### config.mk
export PLATFORM = sky130hd
export DESIGN_NAME = dithering_rgb
export DESIGN_NICKNAME = d
export VERILOG_FILES = /design/src/rtl/dithering_rgb.sv
export SDC_FILE = /design/constraint.sdc
export NUM_CORES = 1
export LEC_CHECK = 0
export CAP_MARGIN = 20
export CORE_ASPECT_RATIO = 2
export CORE_MARGIN = 2
export CORE_UTILIZATION = 46
export DETAILED_ROUTE_END_ITERATION = 10
export PLACE_DENSITY_LB_ADDON = 0.05
export REMOVE_ABC_BUFFERS = 1
export SYNTH_ARGS = -nofsm -noshare
export SYNTH_HDL_FRONTEND = slang
export SYNTH_SLANG_ARGS = --single-unit
### constraint.sdc
create_clock -name clk -period 2.5 [get_ports clk]
set_input_delay 0.375 -clock clk [delete_from_list [all_inputs] [get_ports clk]]
set_output_delay 0.375 -clock clk [all_outputs]
set_load 0.005 [all_outputs]
### src/rtl/dithering_rgb.sv
// Per-channel colour depth reducer: truncation, error diffusion or
// 2x2 ordered dithering, one registered stage.
module dithering_rgb #(
  parameter int IN_BITS  = 8,
  parameter int OUT_BITS = 4,
  parameter int CHANNELS = 3
) (
  input  logic                         clk,
  input  logic                         rst,
  input  logic [CHANNELS*IN_BITS-1:0]  pixel_in,
  input  logic                         visible,
  input  logic                         frame_start,
  input  logic [1:0]                   mode,
  output logic [CHANNELS*OUT_BITS-1:0] pixel_out,
  output logic                         visible_out
);

  localparam int D = IN_BITS - OUT_BITS;

  generate
    if (D < 2) begin : g_bad_width
      $error("dithering_rgb: IN_BITS-OUT_BITS must be >= 2");
    end
  endgenerate

  logic         x_q, x_d;
  logic         y_q, y_d;
  logic         vis_q;
  logic         mode_err;
  logic         mode_ord;
  logic [1:0]   bayer;
  logic [D-1:0] thr;

  // Decode the mode; 11 falls back to plain truncation.
  always_comb begin
    mode_err = 1'b0;
    mode_ord = 1'b0;
    unique case (1'b1)
      (mode == 2'b01): mode_err = 1'b1;
      (mode == 2'b10): mode_ord = 1'b1;
      default: ;
    endcase
  end

  // Screen position: x alternates along a line, y per line.
  always_comb begin
    x_d = visible ? ~x_q : 1'b0;
    y_d = y_q;
    if (vis_q && !visible) begin
      y_d = ~y_q;
    end
    if (frame_start) begin
      y_d = 1'b0;
    end
  end

  // Position and visibility pipeline registers.
  always_ff @(posedge clk or negedge rst) begin
    if (!rst) begin
      x_q   <= 1'b0;
      y_q   <= 1'b0;
      vis_q <= 1'b0;
    end else begin
      x_q   <= x_d;
      y_q   <= y_d;
      vis_q <= visible;
    end
  end

  assign visible_out = vis_q;

  // 2x2 Bayer matrix {0,2,3,1} indexed by y*2+x, scaled to D bits.
  always_comb begin
    bayer = 2'd0;
    unique case ({y_q, x_q})
      2'b00:   bayer = 2'd0;
      2'b01:   bayer = 2'd2;
      2'b10:   bayer = 2'd3;
      default: bayer = 2'd1;
    endcase
    thr = D'(bayer) << (D - 2);
  end

  genvar c;
  generate
    for (c = 0; c < CHANNELS; c++) begin : g_ch
      logic [IN_BITS-1:0]  ch;
      logic [IN_BITS:0]    sum;
      logic [OUT_BITS-1:0] q_ch;
      logic [D-1:0]        r_ch;
      logic [OUT_BITS-1:0] q_sum;
      logic [D-1:0]        r_sum;
      logic [D-1:0]        err_q, err_d;
      logic [OUT_BITS-1:0] pix_q, pix_d;

      assign ch    = pixel_in[c*IN_BITS +: IN_BITS];
      assign sum   = {1'b0, ch} + {{(OUT_BITS+1){1'b0}}, err_q};
      assign q_ch  = ch[IN_BITS-1 -: OUT_BITS];
      assign r_ch  = ch[D-1:0];
      assign q_sum = sum[IN_BITS-1 -: OUT_BITS];
      assign r_sum = sum[D-1:0];

      // Quantise one channel; error only carries within a visible mode-01 run.
      always_comb begin
        pix_d = '0;
        err_d = '0;
        if (visible) begin
          unique case (1'b1)
            mode_err: begin
              if (sum[IN_BITS]) begin
                pix_d = '1;
              end else begin
                pix_d = q_sum;
                if (!frame_start) begin
                  err_d = r_sum;
                end
              end
            end
            mode_ord: begin
              if ((r_ch > thr) && (q_ch != '1)) begin
                pix_d = q_ch + OUT_BITS'(1);
              end else begin
                pix_d = q_ch;
              end
            end
            default: pix_d = q_ch;
          endcase
        end
      end

      // Channel output and carried error.
      always_ff @(posedge clk or negedge rst) begin
        if (!rst) begin
          pix_q <= '0;
          err_q <= '0;
        end else begin
          pix_q <= pix_d;
          err_q <= err_d;
        end
      end

      assign pixel_out[c*OUT_BITS +: OUT_BITS] = pix_q;
    end
  endgenerate

endmodule
==> metrics.md, run 1 <==
| Metric | Value |
|---|---|
| Resized Gates After CTS | 0 |
| RSZ-0062 raised after global routing | false |
| Final hold viol count | 0 |
| Hold Path Class | in -> async |
| Data arrival, critical path | roughly 2.5 ns |
| Post-synth ARST share | 100% |
| Drt wl/cell | 16.5 um |
| Post-detail-place hpwl | 4.84 mm |
| Final period util | around nine tenths |
| Crit path capture type | flop |
| Vias | 2173 |
| Post-Syn Instances | 255 |
| Boundary pin count | 43 |
| Cts hold-fix bufs | 0 |
| Most frequent cells after synthesis | 27 x dfrtp_1, 25 x ha_1, 23 x nor2_1, 19 x inv_1, 19 x nand2_1 |
| First-pass GRT wire length | 9.98 mm |
| WS Path Type | reg -> reg |
| DRC viols | 0 |
| Core area | 4860 um2 |
| Post-DRT Antenna Nets | 0 |
| Seq/Total Area, Yosys | 28.9% |
| Worst-Margin Slew | 0.371 ns |
| Maximum vdd drop | 0.269 mV |
| Power per cell area | 381 nW/um2 |
| Layout area overhead | 27.4% |
| GRT Total Usage | 23.6% |
| Fmax | between 400 and 500 MHz |
| Synth cell types | 66 |
| Root Driver | clkbuf_8 |
| PnR worst setup slack | 0.220 ns |
| Design area | ~3000 um2 |
| Fin. max-slew vios | 0 |
| Tmin final | 2.28 ns |
| Layout Cells excl Fill | 369 |
| Synth Cell Area | 2330 um2 |
| Fin util | 61.1% |
| Placed cells | 365 |
| TritonCTS sink count | 27 |
| Top-area cell type share of the netlist area | 28.9% |
| Crit-path max FO | 4 |
| Run status | complete, no violations |
| Total Routed Length | 6.08 mm |
| Main synth FF type | dfrtp_1 |
| Area leader, netlist | dfrtp_1 |
| Num CTS Buffers | 3 |
| Final #Nets | about 370 |
| Post-CTS setup buffer count | 0 |
| Crit start category | flop |
| Top cells by area, synth | dfrtp_1 29%, ha_1 13%, nor2_1 3.7% |
| Vias/cell | 5.89 |
| TritonCTS clock tree | done |
| Worst-case clock skew | between 0.0015 and 0.002 ns |
| Drt first pass iters | 4 |
| Fillers | 429 |
| Initial drt markers | 33 |
| Later-pin clock latency in the skew report | 0.29 ns |
| Max H-tree Level | 1 |
| GPL Wtd Cong | 0.848 |
| Die Width | 54.4 um |
| Layout cells sized above 1 | roughly 15% |
| Initial Utilization | 48.0% |
| Pre-CTS WS | -0.0766 ns |
| Clk pin slew, worst setup/hold paths | 0.10 ns |
| Relative slew slack | 75.3% |
| Height of the chip | 105 um |
| Cell Area, Placed | 2930 um2 |
| Post-synth EDFFs | 0 |
| Antenna diode count | 0 |
| Setup Viol. Count Final | 0 |
| Largest net degree at the start of global routing | 28 |
| Most common cell in the netlist | dfrtp_1 |
| Die area | 5700 um2 |
| Vias in the first global route | about 2200 |
| Critical path required time | around 2.7 ns |
| Mean area per synthesized cell | just over 9 um2 |
| Leak | roughly 1.3 nW |
| Row cnt | 36 |
| Initial antenna violation count | 0 |
| Yosys warns | 0 |
| Max-Cap Viols | 0 |
| Gr ovfl total | 0 |
| Clock Tree Buf Depth | 2 |
| Port Buffers | 42 |
| Flops & latches, synth | 27 |
==> cell usage in the layout (no fill, tap or decap), types with 2 or more instances in the layout <==
cell             netlist  routed
a211oi_1               6       6
a21o_1                 5       5
a21oi_1                7       7
a21oi_4                2       2
a31oi_1                8       8
a32o_1                 4       4
and3_1                 5       5
buf_4                  1      17
clkbuf_8               0       3
clkdlybuf4s50_1        0      42
dfrtp_1               27      27
fa_1                   3       3
ha_1                  25      25
inv_1                 19      19
mux2i_1                2       2
nand2_1               19      19
nand2b_1               4       4
nand3_1                8       8
nand3_2                3       3
nand4bb_1              3       3
nor2_1                23      23
nor2b_1                5       5
nor2b_2                3       3
nor3_1                 2       2
nor3b_1                2       2
nor3b_2                2       2
nor4_1                 2       2
o211ai_1               2       2
o211ai_2               2       2
o21a_1                 2       2
o21ai_0               12      12
o21ai_1                3       3
o22ai_1                3       3
xnor2_1                2       2
xor2_1                 3       3
==> final cells by class <==
| cell class | count | area [um2] | share of cell area [%] |
|---|---|---|---|
| timing repair buffer | 59 | 548 | 18.4 |
| clock inverter | 1 | 7.51 | 0.252 |
| clock buffer | 3 | 41.3 | 1.39 |
| tap | 57 | 71.3 | 2.40 |
| multi-input combinational | 202 | 1560 | 52.3 |
| sequential | 27 | 676 | 22.7 |
| inverter | 20 | 75.1 | 2.52 |
==> final timing paths <==
check	from	end	slack, ns	depth (start not counted)
setup / recovery	y_q	g_ch[0].pix_q[0]	0.22	8
hold / removal	rst	g_ch[0].pix_q[1]	0.46	2
setup reg to reg	y_q	g_ch[0].pix_q[0]	0.22	8
hold reg to reg	x_q	x_q	0.47	1
max in group asynchronous	rst	g_ch[1].err_q[2]	1.77	2
min in group clk	x_q	x_q	0.47	1
==> critical path: stages (launching register included) <==
cell and delay (ns):
dfrtp_1 0.43, ha_1 0.19, or2_2 0.34, ha_1 0.30, nand4bb_1 0.18, o2111ai_2 0.17
nor3b_2 0.21, and3b_1 0.19, o21a_1 0.16
==> per-stage QoR <==
step,hold WS [ns],total power [mW],setup TNS [ns]
floorplan,0.0794,0.687,0
global placement,0.457,0.866,-0.0603
detailed placement,0.460,0.872,-0.165
CTS,0.476,1.15,0
global route,0.500,1.20,0
finish,0.461,1.13,0
==> report_power, final <==
part / switching [mW] / internal, mW / total [mW]
clock network: 0.157 / 0.114 / 0.271
registers: 0.00887 / 0.459 / 0.467
logic: 0.204 / 0.192 / 0.396
==> cell families (layout without fill, tap and decap cells) <==
| logic type | after synthesis | after routing | share of synthesized area, % |
|---|---|---|---|
| simple gates | 91 | 91 | 22.6 |
| compound gates | 75 | 75 | 24.9 |
| fa+ha+maj | 28 | 28 | 16.0 |
| flops | 27 | 27 | 28.9 |
| buf+inv | 26 | 83 | 4.45 |
| xor+xnor | 5 | 5 | 1.88 |
| mux | 3 | 3 | 1.34 |
==> state kept, by name, summed over array words and instances (netlist names) <==
name and count:
visible_out 1, y_q 1, g_ch.err_q 12, x_q 1
g_ch.pix_q 12
==> metal layers <==
metal / GRT usage, % / routed length (um) / vias to the layer above
met5: 0 / 0 / -
met2: 41.9 / 3340 / 71
met1: 25.7 / 2240 / 1025
met3: 1.71 / 221 / 21
met4: 12.7 / 270 / 0
li1: - / - / 1056
Note: power is estimated with default switching activity, not from simulation.
==> inputs of run 2 (changes only) <==
--- a/config.mk
+++ b/config.mk
@@ -6,10 +6,14 @@
 export NUM_CORES = 1
 export LEC_CHECK = 0
 export CAP_MARGIN = 20
+export CELL_PAD_IN_SITES_DETAIL_PLACEMENT = 0
+export CELL_PAD_IN_SITES_GLOBAL_PLACEMENT = 2
 export CORE_ASPECT_RATIO = 2
 export CORE_MARGIN = 2
-export CORE_UTILIZATION = 46
+export CORE_UTILIZATION = 32
+export CTS_CLUSTER_DIAMETER = 200
 export DETAILED_ROUTE_END_ITERATION = 10
+export GPL_ROUTABILITY_DRIVEN = 0
 export PLACE_DENSITY_LB_ADDON = 0.05
 export REMOVE_ABC_BUFFERS = 1
 export SYNTH_ARGS = -nofsm -noshare
==> metrics.md, run 2 (same netlist as run 1, synthesis figures left out) <==
| Metric | Value |
|---|---|
| Die Width | 64.4 um (was 54.4 um) |
| Top Registers | g_ch.err_q: 12 flops, g_ch.pix_q: 12 flops (unchanged) |
| Antenna diode count | 0 (unchanged) |
| Leak | 1.35 nW (was 1.31 nW) |
| Drt first pass iters | 4 (unchanged) |
| DRC viols | 0 (unchanged) |
| Tmin final | 2.34 ns (was 2.28 ns) |
| Hold Path Class | reg -> reg (was in -> async) |
| Commonest cells after routing, fill and taps aside | 42 x clkdlybuf4s50_1, 27 x dfrtp_1, 25 x ha_1, 23 x nor2_1, 23 x buf_4 (was 42 x clkdlybuf4s50_1, 27 x dfrtp_1, 25 x ha_1, 23 x nor2_1) |
| Worst-case clock skew | 0.00923 ns (was 0.00192 ns) |
| Initial antenna violation count | 0 (unchanged) |
| Worst Reg-to-Reg Cells | 8 (unchanged) |
| Num CTS Buffers | 3 (unchanged) |
| Layout cells sized above 1 | 16.7% (was 15.1%) |
| Drt wl/cell | 15.7 um (was 16.5 um) |
| Power per cell area | 409 nW/um2 (was 381 nW/um2) |
| Crit path largest cell delay | 0.49 ns (was 0.43 ns) |
| Later-pin clock latency in the skew report | 0.27 ns (was 0.29 ns) |
| CP Cell Sequence | clkdlybuf4s50_1 > ha_1 > inv_1 > fa_1 > nand2b_2 > a21oi_4 > nor3b_2 > o22ai_1 > a32o_1 (was ha_1 > or2_2 > ha_1 > nand4bb_1 > o2111ai_2 > nor3b_2 > and3b_1 > o21a_1) |
| Crit-path max FO | 7 (was 4) |
| Post-CTS setup buffer count | 0 (unchanged) |
| Initial drt markers | 79 (was 33) |
| Die area | 8040 um2 (was 5700 um2) |
| First-pass GRT wire length | 10.5 mm (was 9.98 mm) |
| Fmax | 428 MHz (was 439 MHz) |
| Critical path required time | 2.67 ns (was 2.69 ns) |
| Data arrival, critical path | 2.50 ns (was 2.47 ns) |
| Gr ovfl total | 0 (unchanged) |
| Cell family with most CP delay | compound AO/OA/AOI/OAI gates (was simple AND/OR/NAND/NOR gates) |
| RSZ-0062 raised after global routing | false (unchanged) |
| Core area | 7160 um2 (was 4860 um2) |
| Setup Viol. Count Final | 0 (unchanged) |
| Vias in the first global route | 2163 (was 2184) |
| Total Routed Length | 6.43 mm (was 6.08 mm) |
| Root Driver | clkbuf_16 (was clkbuf_8) |
| Total Neg Setup Slack | 0 ns (unchanged) |
| Resized Gates After CTS | 0 (unchanged) |
| Height of the chip | 125 um (was 105 um) |
| Commonest non-fill, non-tap cell in the layout | clkdlybuf4s50_1 (unchanged) |
| TritonCTS sink count | 27 (unchanged) |
| Fin. max-slew vios | 0 (unchanged) |
| Clock Tree Buf Depth | 2 (unchanged) |
| Initial Utilization | 32.6% (was 48.0%) |
| GRT Total Usage | 16.7% (was 23.6%) |
| Largest net degree at the start of global routing | 28 (unchanged) |
| Layout area overhead | 32.6% (was 27.4%) |
| Max-Cap Viols | 0 (unchanged) |
| Buf/Inv on CP | 2 (was 0) |
| TritonCTS clock tree | done (unchanged) |
| Crit path capture type | flop (unchanged) |
| Post-DRT Antenna Nets | 0 (unchanged) |
| Vias/cell | 5.33 (was 5.89) |
| Final #Nets | 377 (was 371) |
| Relative slew slack | 70.1% (was 75.3%) |
| Vias | 2186 (was 2173) |
| Crit start category | input port (was flop) |
| Final period util | 93.5% (was 91.2%) |
| Post-detail-place hpwl | 5.04 mm (was 4.84 mm) |
| Clk pin slew, worst setup/hold paths | 0.08 ns (was 0.10 ns) |
| Port Buffers | 42 (unchanged) |
| WS Path Type | in -> reg (was reg -> reg) |
| Stages on worst setup path | 9 (was 8) |
| WHS Path Cells | 1 |
| Final hold viol count | 0 (unchanged) |
| Tot Pwr | 1.27 mW (was 1.13 mW) |
| Boundary pin count | 43 (unchanged) |
| Run status | complete, no violations (unchanged) |
| Slowest CP cell | clkdlybuf4s50_1 (was dfrtp_1) |
| Maximum vdd drop | 0.241 mV (was 0.269 mV) |
| Worst-Margin Slew | 0.448 ns (was 0.371 ns) |
| Cts hold-fix bufs | 0 (unchanged) |
| Row cnt | 44 (was 36) |
| Max H-tree Level | 1 (unchanged) |
[run 2: changes by cell type in the layout (fill, tap and decap cells not counted)]
cell,delta
clkbuf_8,-3
clkbuf_16,+3
buf_4,+6
[run 2: path summary, 6_finish.rpt]
kind,from,to,slack (ns)
min in group asynchronous,rst,g_ch[0].err_q[1],0.50
max reg2reg,x_q,g_ch[2].pix_q[2],0.22
min reg2reg,x_q,x_q,0.46
max in group asynchronous,rst,g_ch[0].pix_q[1],1.70
max,pixel_in[0],g_ch[0].pix_q[2],0.16
min,x_q,x_q,0.46
[run 2: through the flow]
step	util (%)	hold WS [ns]	cell area (um2)	setup slack, ns	cells
3_5_place_dp	42.1	0.460	3010	-0.122	406
4_1_cts	43.3	0.471	3100	0.159	410
3_3_place_gp	42.1	0.449	3010	-0.0737	406
2_1_floorplan	-	0.0794	2310	0.448	249
6_report	43.3	0.464	3100	0.163	410
5_1_grt	43.3	0.506	3100	0.0422	410
[run 2: worst reg2reg max path, stage by stage, from the launching register on]
cell       delay, ns
dfrtp_1         0.40
ha_1            0.19
or2_2           0.36
ha_1            0.29
nand4bb_1       0.12
o211ai_2        0.19
or2_4           0.30
nor4b_2         0.21
o31a_1          0.16
[run 2: layer usage]
metal	vias to the layer above	wire length (um)	global-route usage [%]
li1	1066	-	-
met1	1056	2840	21.0
met2	57	3250	28.7
met3	7	228	1.26
met4	0	112	6.88
met5	-	0	0
[run 2: area by class of cell]
class | count | area, um2
Sequential cell | 27 | 676
Clock inverter | 1 | 7.51
Timing Repair Buffer | 65 | 593
Inverter | 20 | 75.1
Clock buffer | 3 | 75.1
Tap cell | 92 | 115
Multi-Input combinational cell | 202 | 1560
Fill cell | 743 | 4060
[run 2: report_power, final]
group,internal (mW),switching (mW),total (mW)
clock network,0.218,0.172,0.390
logic,0.199,0.209,0.408
registers,0.459,0.00895,0.468
==> inputs of run 3 (changes only) <==
--- a/config.mk
+++ b/config.mk
@@ -11,7 +11,7 @@
 export CORE_ASPECT_RATIO = 2
 export CORE_MARGIN = 2
 export CORE_UTILIZATION = 32
-export CTS_CLUSTER_DIAMETER = 200
+export CTS_CLUSTER_DIAMETER = 60
 export DETAILED_ROUTE_END_ITERATION = 10
 export GPL_ROUTABILITY_DRIVEN = 0
 export PLACE_DENSITY_LB_ADDON = 0.05
==> results of run 3 <==
Same layout as run 2: the final DEF is identical, and so are final timing and power.
